`src/rtl/imem_loader_pkg.sv`:
```
// Shared types and constants for the instruction-memory loader.
package imem_loader_pkg;

  typedef enum logic [2:0] {
    S_IDLE,
    S_LEN_HI,
    S_LEN_LO,
    S_DATA,
    S_CHECK,
    S_DONE,
    S_ERR
  } state_t;

  localparam int FRAME_HDR_BYTES = 2;
  localparam int BYTES_PER_WORD  = 4;
  localparam int DEPTH_DEFAULT   = 256;

endpackage

```
`src/rtl/imem_loader_if.sv`:
```
// Host byte link plus instruction-memory write port.
// master = host/memory side, slave = loader.
interface imem_loader_if;

  logic        in_valid;
  logic [7:0]  in_data;
  logic        in_ready;
  logic        mem_we;
  logic [31:0] mem_waddr;
  logic [31:0] mem_wdata;

  modport master (
    output in_valid,
    output in_data,
    input  in_ready,
    input  mem_we,
    input  mem_waddr,
    input  mem_wdata
  );

  modport slave (
    input  in_valid,
    input  in_data,
    output in_ready,
    output mem_we,
    output mem_waddr,
    output mem_wdata
  );

endinterface

```
`src/rtl/imem_loader_word_packer.sv`:
```
// Packs bytes MSB-first into 32-bit words. word/word_valid are combinational
// so the consumer can register the completed word on the 4th byte's edge.
module imem_loader_word_packer
  import imem_loader_pkg::*;
(
  input  logic        clk,
  input  logic        rst,
  input  logic        clear,
  input  logic        byte_en,
  input  logic [7:0]  byte_in,
  output logic [31:0] word,
  output logic        word_valid
);

  logic [23:0] shreg;
  logic [1:0]  cnt;

  assign word       = {shreg, byte_in};
  assign word_valid = byte_en && (cnt == 2'(BYTES_PER_WORD - 1));

  // Shift in accepted bytes; the counter wraps to 0 after each full word.
  always_ff @(posedge clk or posedge rst) begin
    if (rst) begin
      shreg <= '0;
      cnt   <= '0;
    end else if (clear) begin
      shreg <= '0;
      cnt   <= '0;
    end else if (byte_en) begin
      shreg <= {shreg[15:0], byte_in};
      cnt   <= cnt + 2'd1;
    end
  end

endmodule

```
`src/rtl/imem_loader.sv`:
```
// Loads a length-prefixed, XOR-checksummed byte frame into instruction
// memory and holds the CPU in reset until a verified program is present.
//
// state    | meaning
// S_IDLE   | after reset, waiting for start
// S_LEN_HI | expecting length MSB
// S_LEN_LO | expecting length LSB, range-checked on arrival
// S_DATA   | receiving payload words
// S_CHECK  | expecting checksum byte
// S_DONE   | program verified, CPU released
// S_ERR    | length or checksum fault, CPU held
module imem_loader
  import imem_loader_pkg::*;
#(
  parameter int DEPTH = DEPTH_DEFAULT,
  parameter int AW    = $clog2(DEPTH)
) (
  input  logic          clk,
  input  logic          rst,
  input  logic          start,
  imem_loader_if.slave  link,
  output logic          cpu_rst,
  output logic          done,
  output logic          error,
  output logic [AW:0]   words_loaded
);

  state_t      state, state_nxt;
  logic        ready;
  logic        accept;
  logic        start_ok;
  logic        byte_en;
  logic [7:0]  len_hi;
  logic [15:0] len;
  logic [15:0] len_rx;
  logic [7:0]  cks;
  logic        last_word;
  logic [31:0] word;
  logic        word_valid;
  logic        mem_we;
  logic [31:0] mem_waddr;
  logic [31:0] mem_wdata;

  assign accept    = link.in_valid && ready;
  assign start_ok  = start && (state == S_IDLE || state == S_DONE || state == S_ERR);
  assign byte_en   = accept && (state == S_DATA);
  assign len_rx    = {len_hi, link.in_data};
  assign last_word = (16'(words_loaded) + 16'd1) == len;

  assign link.in_ready  = ready;
  assign link.mem_we    = mem_we;
  assign link.mem_waddr = mem_waddr;
  assign link.mem_wdata = mem_wdata;

  imem_loader_word_packer u_packer (
    .clk        (clk),
    .rst        (rst),
    .clear      (start_ok),
    .byte_en    (byte_en),
    .byte_in    (link.in_data),
    .word       (word),
    .word_valid (word_valid)
  );

  // State register.
  always_ff @(posedge clk or posedge rst) begin
    if (rst) state <= S_IDLE;
    else     state <= state_nxt;
  end

  // Next-state decode; ready depends only on the registered state.
  always_comb begin
    state_nxt = state;
    ready     = 1'b0;
    case (state)
      S_IDLE, S_DONE, S_ERR: begin
        if (start) state_nxt = S_LEN_HI;
      end
      S_LEN_HI: begin
        ready = 1'b1;
        if (accept) state_nxt = S_LEN_LO;
      end
      S_LEN_LO: begin
        ready = 1'b1;
        if (accept) begin
          if (len_rx == 16'd0)            state_nxt = S_CHECK;
          else if (len_rx > 16'(DEPTH))   state_nxt = S_ERR;
          else                            state_nxt = S_DATA;
        end
      end
      S_DATA: begin
        ready = 1'b1;
        if (word_valid && last_word) state_nxt = S_CHECK;
      end
      S_CHECK: begin
        ready = 1'b1;
        if (accept) state_nxt = (link.in_data == cks) ? S_DONE : S_ERR;
      end
      default: state_nxt = S_IDLE;
    endcase
  end

  // Frame length capture and running payload checksum.
  always_ff @(posedge clk or posedge rst) begin
    if (rst) begin
      len_hi <= '0;
      len    <= '0;
      cks    <= '0;
    end else begin
      if (accept && state == S_LEN_HI) len_hi <= link.in_data;
      if (accept && state == S_LEN_LO) len <= len_rx;
      if (start_ok)     cks <= '0;
      else if (byte_en) cks <= cks ^ link.in_data;
    end
  end

  // Registered memory write port and word counter; the counter advances
  // on the same edge that raises mem_we so both are visible together.
  always_ff @(posedge clk or posedge rst) begin
    if (rst) begin
      mem_we       <= 1'b0;
      mem_waddr    <= '0;
      mem_wdata    <= '0;
      words_loaded <= '0;
    end else begin
      mem_we <= 1'b0;
      if (start_ok) begin
        words_loaded <= '0;
      end else if (word_valid) begin
        mem_we       <= 1'b1;
        mem_waddr    <= {{(30 - AW){1'b0}}, words_loaded[AW-1:0], 2'b00};
        mem_wdata    <= word;
        words_loaded <= words_loaded + 1'b1;
      end
    end
  end

  // Status flags and CPU reset: released only on a verified checksum.
  always_ff @(posedge clk or posedge rst) begin
    if (rst) begin
      done    <= 1'b0;
      error   <= 1'b0;
      cpu_rst <= 1'b1;
    end else if (start_ok) begin
      done    <= 1'b0;
      error   <= 1'b0;
      cpu_rst <= 1'b1;
    end else if (state != S_DONE && state_nxt == S_DONE) begin
      done    <= 1'b1;
      cpu_rst <= 1'b0;
    end else if (state != S_ERR && state_nxt == S_ERR) begin
      error   <= 1'b1;
    end
  end

endmodule

```
`src/flat_wrapper.sv`:
```
// flat-port wrapper written by rule: the top's interface ports become plain ports
module imem_loader_flat import imem_loader_pkg::*;
#(
  parameter int DEPTH = DEPTH_DEFAULT,
  parameter int AW    = $clog2(DEPTH)
)
  (clk, rst, start, cpu_rst, done, error, words_loaded, link_in_valid, link_in_data, link_in_ready, link_mem_we, link_mem_waddr, link_mem_wdata);
  imem_loader_if link_i ();
  input  logic clk;
  input  logic rst;
  input  logic start;
  output logic cpu_rst;
  output logic done;
  output logic error;
  output logic [AW:0] words_loaded;
  input wire logic [$bits(link_i.in_valid)-1:0] link_in_valid;
  input wire logic [$bits(link_i.in_data)-1:0] link_in_data;
  output wire logic [$bits(link_i.in_ready)-1:0] link_in_ready;
  output wire logic [$bits(link_i.mem_we)-1:0] link_mem_we;
  output wire logic [$bits(link_i.mem_waddr)-1:0] link_mem_waddr;
  output wire logic [$bits(link_i.mem_wdata)-1:0] link_mem_wdata;
  assign link_i.in_valid = link_in_valid;
  assign link_i.in_data = link_in_data;
  assign link_in_ready = link_i.in_ready;
  assign link_mem_we = link_i.mem_we;
  assign link_mem_waddr = link_i.mem_waddr;
  assign link_mem_wdata = link_i.mem_wdata;
  imem_loader #(.DEPTH(DEPTH), .AW(AW)) u_core (.clk(clk), .rst(rst), .start(start), .link(link_i), .cpu_rst(cpu_rst), .done(done), .error(error), .words_loaded(words_loaded));
endmodule
```
`config.mk`:
```
export PLATFORM = sky130hd
export DESIGN_NAME = imem_loader_flat
export DESIGN_NICKNAME = d
export VERILOG_FILES = /design/src/rtl/imem_loader_pkg.sv /design/src/rtl/imem_loader_if.sv /design/src/rtl/imem_loader_word_packer.sv /design/src/rtl/imem_loader.sv /design/src/flat_wrapper.sv
export SDC_FILE = /design/constraint.sdc
export NUM_CORES = 1
export LEC_CHECK = 0
export ABC_AREA = 1
export CORE_UTILIZATION = 30
export CTS_CLUSTER_DIAMETER = 100
export DETAILED_ROUTE_END_ITERATION = 10
export PLACE_DENSITY_LB_ADDON = 0.08
export SLEW_MARGIN = 30
export SYNTH_ARGS = -nofsm -noshare
export SYNTH_HDL_FRONTEND = slang
export SYNTH_SLANG_ARGS = --single-unit
```
`constraint.sdc`:
```
create_clock -name clk -period 4.1 [get_ports clk]
set_clock_uncertainty 0.2 [all_clocks]
set_input_delay 0.615 -clock clk [delete_from_list [all_inputs] [get_ports clk]]
set_output_delay 0.615 -clock clk [all_outputs]
set_load 0.02 [all_outputs]
```
==> metrics.md <==
| Metric | Value |
|---|---|
| WP data required | `roughly 3.3 ns` |
| Root buffer cell | `clkbuf_16` |
| Total track usage | `~16%` |
| I/O pin total | `90` |
| First-pass GRT wire length | `~21,000 um` |
| Synthesized area | `5160 sq um` |
| Diodes inserted | `0` |
| Total CTS buffers | `17` |
| Largest net degree at the start of global routing | `78` |
| Final Total Pwr | `4.19 mW` |
| WP buf/inv | `2` |
| DR WL/cell | `~14 um` |
| Worst hold path type | `register to register` |
| Clk_lat worst skew | `roughly 0.41 ns` |
| P&R area growth vs syn | `27.9%` |
| Setup Buffers After CTS | `0` |
| Pwr Density | `about 630 nW/um^2` |
| Setup TNS | `0 ns` |
| Unrepaired setup endpoints after global routing | `no` |
| Post-synthesis cell type count | `30` |
| Commonest cells after routing, fill and taps aside | `nand2_1, dfrtp_1, inv_1` |
| Slowest library cell on the worst path | `clkdlybuf4s50_1` |
| DR pass1 iterations | `4` |
| TritonCTS clock tree | `yes` |
| WP data arrival | `between 1.5 and 2 ns` |
| CORE AREA | `16,700 sq um` |
| Final #Nets | `between 600 and 700` |
| Row count | `47` |
| Syn. warnings | `0` |
| Layout cell share with drive strength beyond 1 | `slightly below 8%` |
| WS Path Type | `register to output port` |
| Mapped Avg Cell Area | `8.49 sq um` |
| Fin. Hold Viols | `0` |
| Startpoint Class | `register` |
| Clock tree sinks | `between 100 and 150` |
| Worst-path fanout max | `6` |
| Leakage power total | `approximately 3.4 nW` |
| Clk buf depth | `2` |
| CTS clk-pin slew, worst paths | `~0.05 ns` |
| Post_cts resized | `0` |
| Delay-heaviest family, CP | `buffers and inverters` |
| F_max | `between 0.3 and 0.4 GHz` |
| Die Y | `133 um` |
| Crit-path cells | `inv_2 > o21ai_0 > nand2_1 > clkdlybuf4s50_1` |
| Post-synthesis register bit count | `approximately 110` |
| Congestion Overflow GR | `0` |
| Final Max Slew Viols | `0` |
| Critical Path Sink Type | `output port` |
| Status | `complete, no violations` |
| Initial Util | `a little over 30%` |
| PortBufs | `65` |
| Max IR drop VDD | `about 0.29 mV` |
| Die width | `approximately 130 um` |
| Period utilization | `between 60% and 70%` |
| Initial drt markers | `230` |
| WL final | `13,000 um` |
| Initial antenna violation count | `0` |
| Tmin final | `approximately 2.6 ns` |
| Transition time of the tightest slew-check pin | `between 0.7 and 0.8 ns` |
| HPWL Detailed | `between 9000 and 10,000 um` |
| Commonest non-fill, non-tap cell in the layout | `nand2_1` |
| CP peak stage delay | `0.61 ns` |
| DRC viols | `0` |
| Gpl congestion | `about 0.84` |
| Hold buffer count at cts | `0` |
| Mapped Cells | `608` |
| Max_slew headroom | `a little over half` |
| Number of global-route vias before repair | `4,069` |
| Die Area | `roughly 18,000 sq um` |
| Final setup vio count | `0` |
| Sequential area share after synthesis | `55.3%` |
| H-tree depth | `4` |
| Antenna viol nets, final | `0` |
| Number of max-cap violations | `0` |
| DR vias | `approximately 4,000` |
| DR vias/cell | `4.40` |
[final timing paths]
check,startpoint,end,slack (ns),cells past startpoint
hold reg to reg,u_core.cpu_rst,u_core.cpu_rst,0.27,2
setup reg to reg,u_core.words_loaded[0],u_core.error,1.75,11
hold / removal,u_core.cpu_rst,u_core.cpu_rst,0.27,2
min in group asynchronous,rst,u_core.done,0.39,2
max in group asynchronous,rst,u_core.link.mem_wdata[28],2.53,3
setup / recovery,u_core.state[2],link_in_ready,1.50,4
[per-stage QoR]
stage               utilization [%]  setup WS [ns]  cells  area [sq um]  hold WS [ns]
floorplan                         -          0.271    631          5250         0.243
global placement               35.8           1.27    880          5980         0.257
detailed placement             35.8           1.21    880          5980         0.259
CTS                            39.5           1.48    912          6600         0.267
global route                   39.5           1.41    912          6600         0.292
finish                         39.5           1.50    912          6600         0.267
[cell usage after synthesis (all sizes together)]
master	n	area (sq um)
xor2	1	8.76
conb	1	3.75
dfstp	1	26.3
inv	79	297
a22oi	25	188
o21bai	2	15.0
nand3b	5	37.5
clkbuf	10	37.5
nand2	197	742
o22ai	7	43.8
dfrtp	113	2830
a21oi	13	72.6
xnor2	8	70.1
buf	32	216
nand4	6	37.5
a32oi	1	8.76
o21ai	41	209
nor2	41	169
nand3	22	120
nor3	1	5.00
ha	2	25.0
[routing by layer]
metal | vias to the layer above | GRT usage, % | part of all wire (%)
met3 | 13 | 4.30 | 3.8
met4 | 0 | 5.11 | 1.1
met1 | 1914 | 20.1 | 47
met5 | - | 0 | 0
li1 | 2018 | - | -
met2 | 65 | 26.0 | 48
[power by group]
group          switching [mW]  internal [mW]  total, mW
clock network           0.513           1.04       1.56
logic                   0.613          0.384      0.997
registers               0.217           1.42       1.63
total                    1.34           2.84       4.19
[worst min-delay path, cell delays in order, from the launching register on]
cell and delay [ns]:
dfstp_2 0.36, nand2_1 0.06, nand2_1 0.05
[logic make-up after synthesis]
group,Yosys count,share of synthesized area (%)
flops,114,55.3
compound gates,89,10.4
xor+xnor,9,1.53
simple gates,272,21.5
buf+inv,121,10.7
fa+ha+maj,2,0.485
other cells,1,0.0727
[flip-flops by register name, summed over array words and instances (netlist names)]
signal	flops
u_core.error	1
u_core.len_hi	8
u_core.link.mem_waddr	8
u_core.state	3
u_core.link.mem_wdata	32
u_core.words_loaded	9
u_core.len	16
u_core.cpu_rst	1
u_core.cks	8
u_core.link.mem_we	1
u_core.u_packer.shreg	24
u_core.done	1
u_core.u_packer.cnt	2
[layout make-up]
class,count,area [sq um]
repair buffers,71,708
inverters,79,299
clock inverters,10,156
fillers,1731,10100
multi-input cells,396,1840
clock buffers,22,464
flip-flops and latches,114,2850
well taps,220,275
No activity file was read; power rests on OpenSTA's default activity.
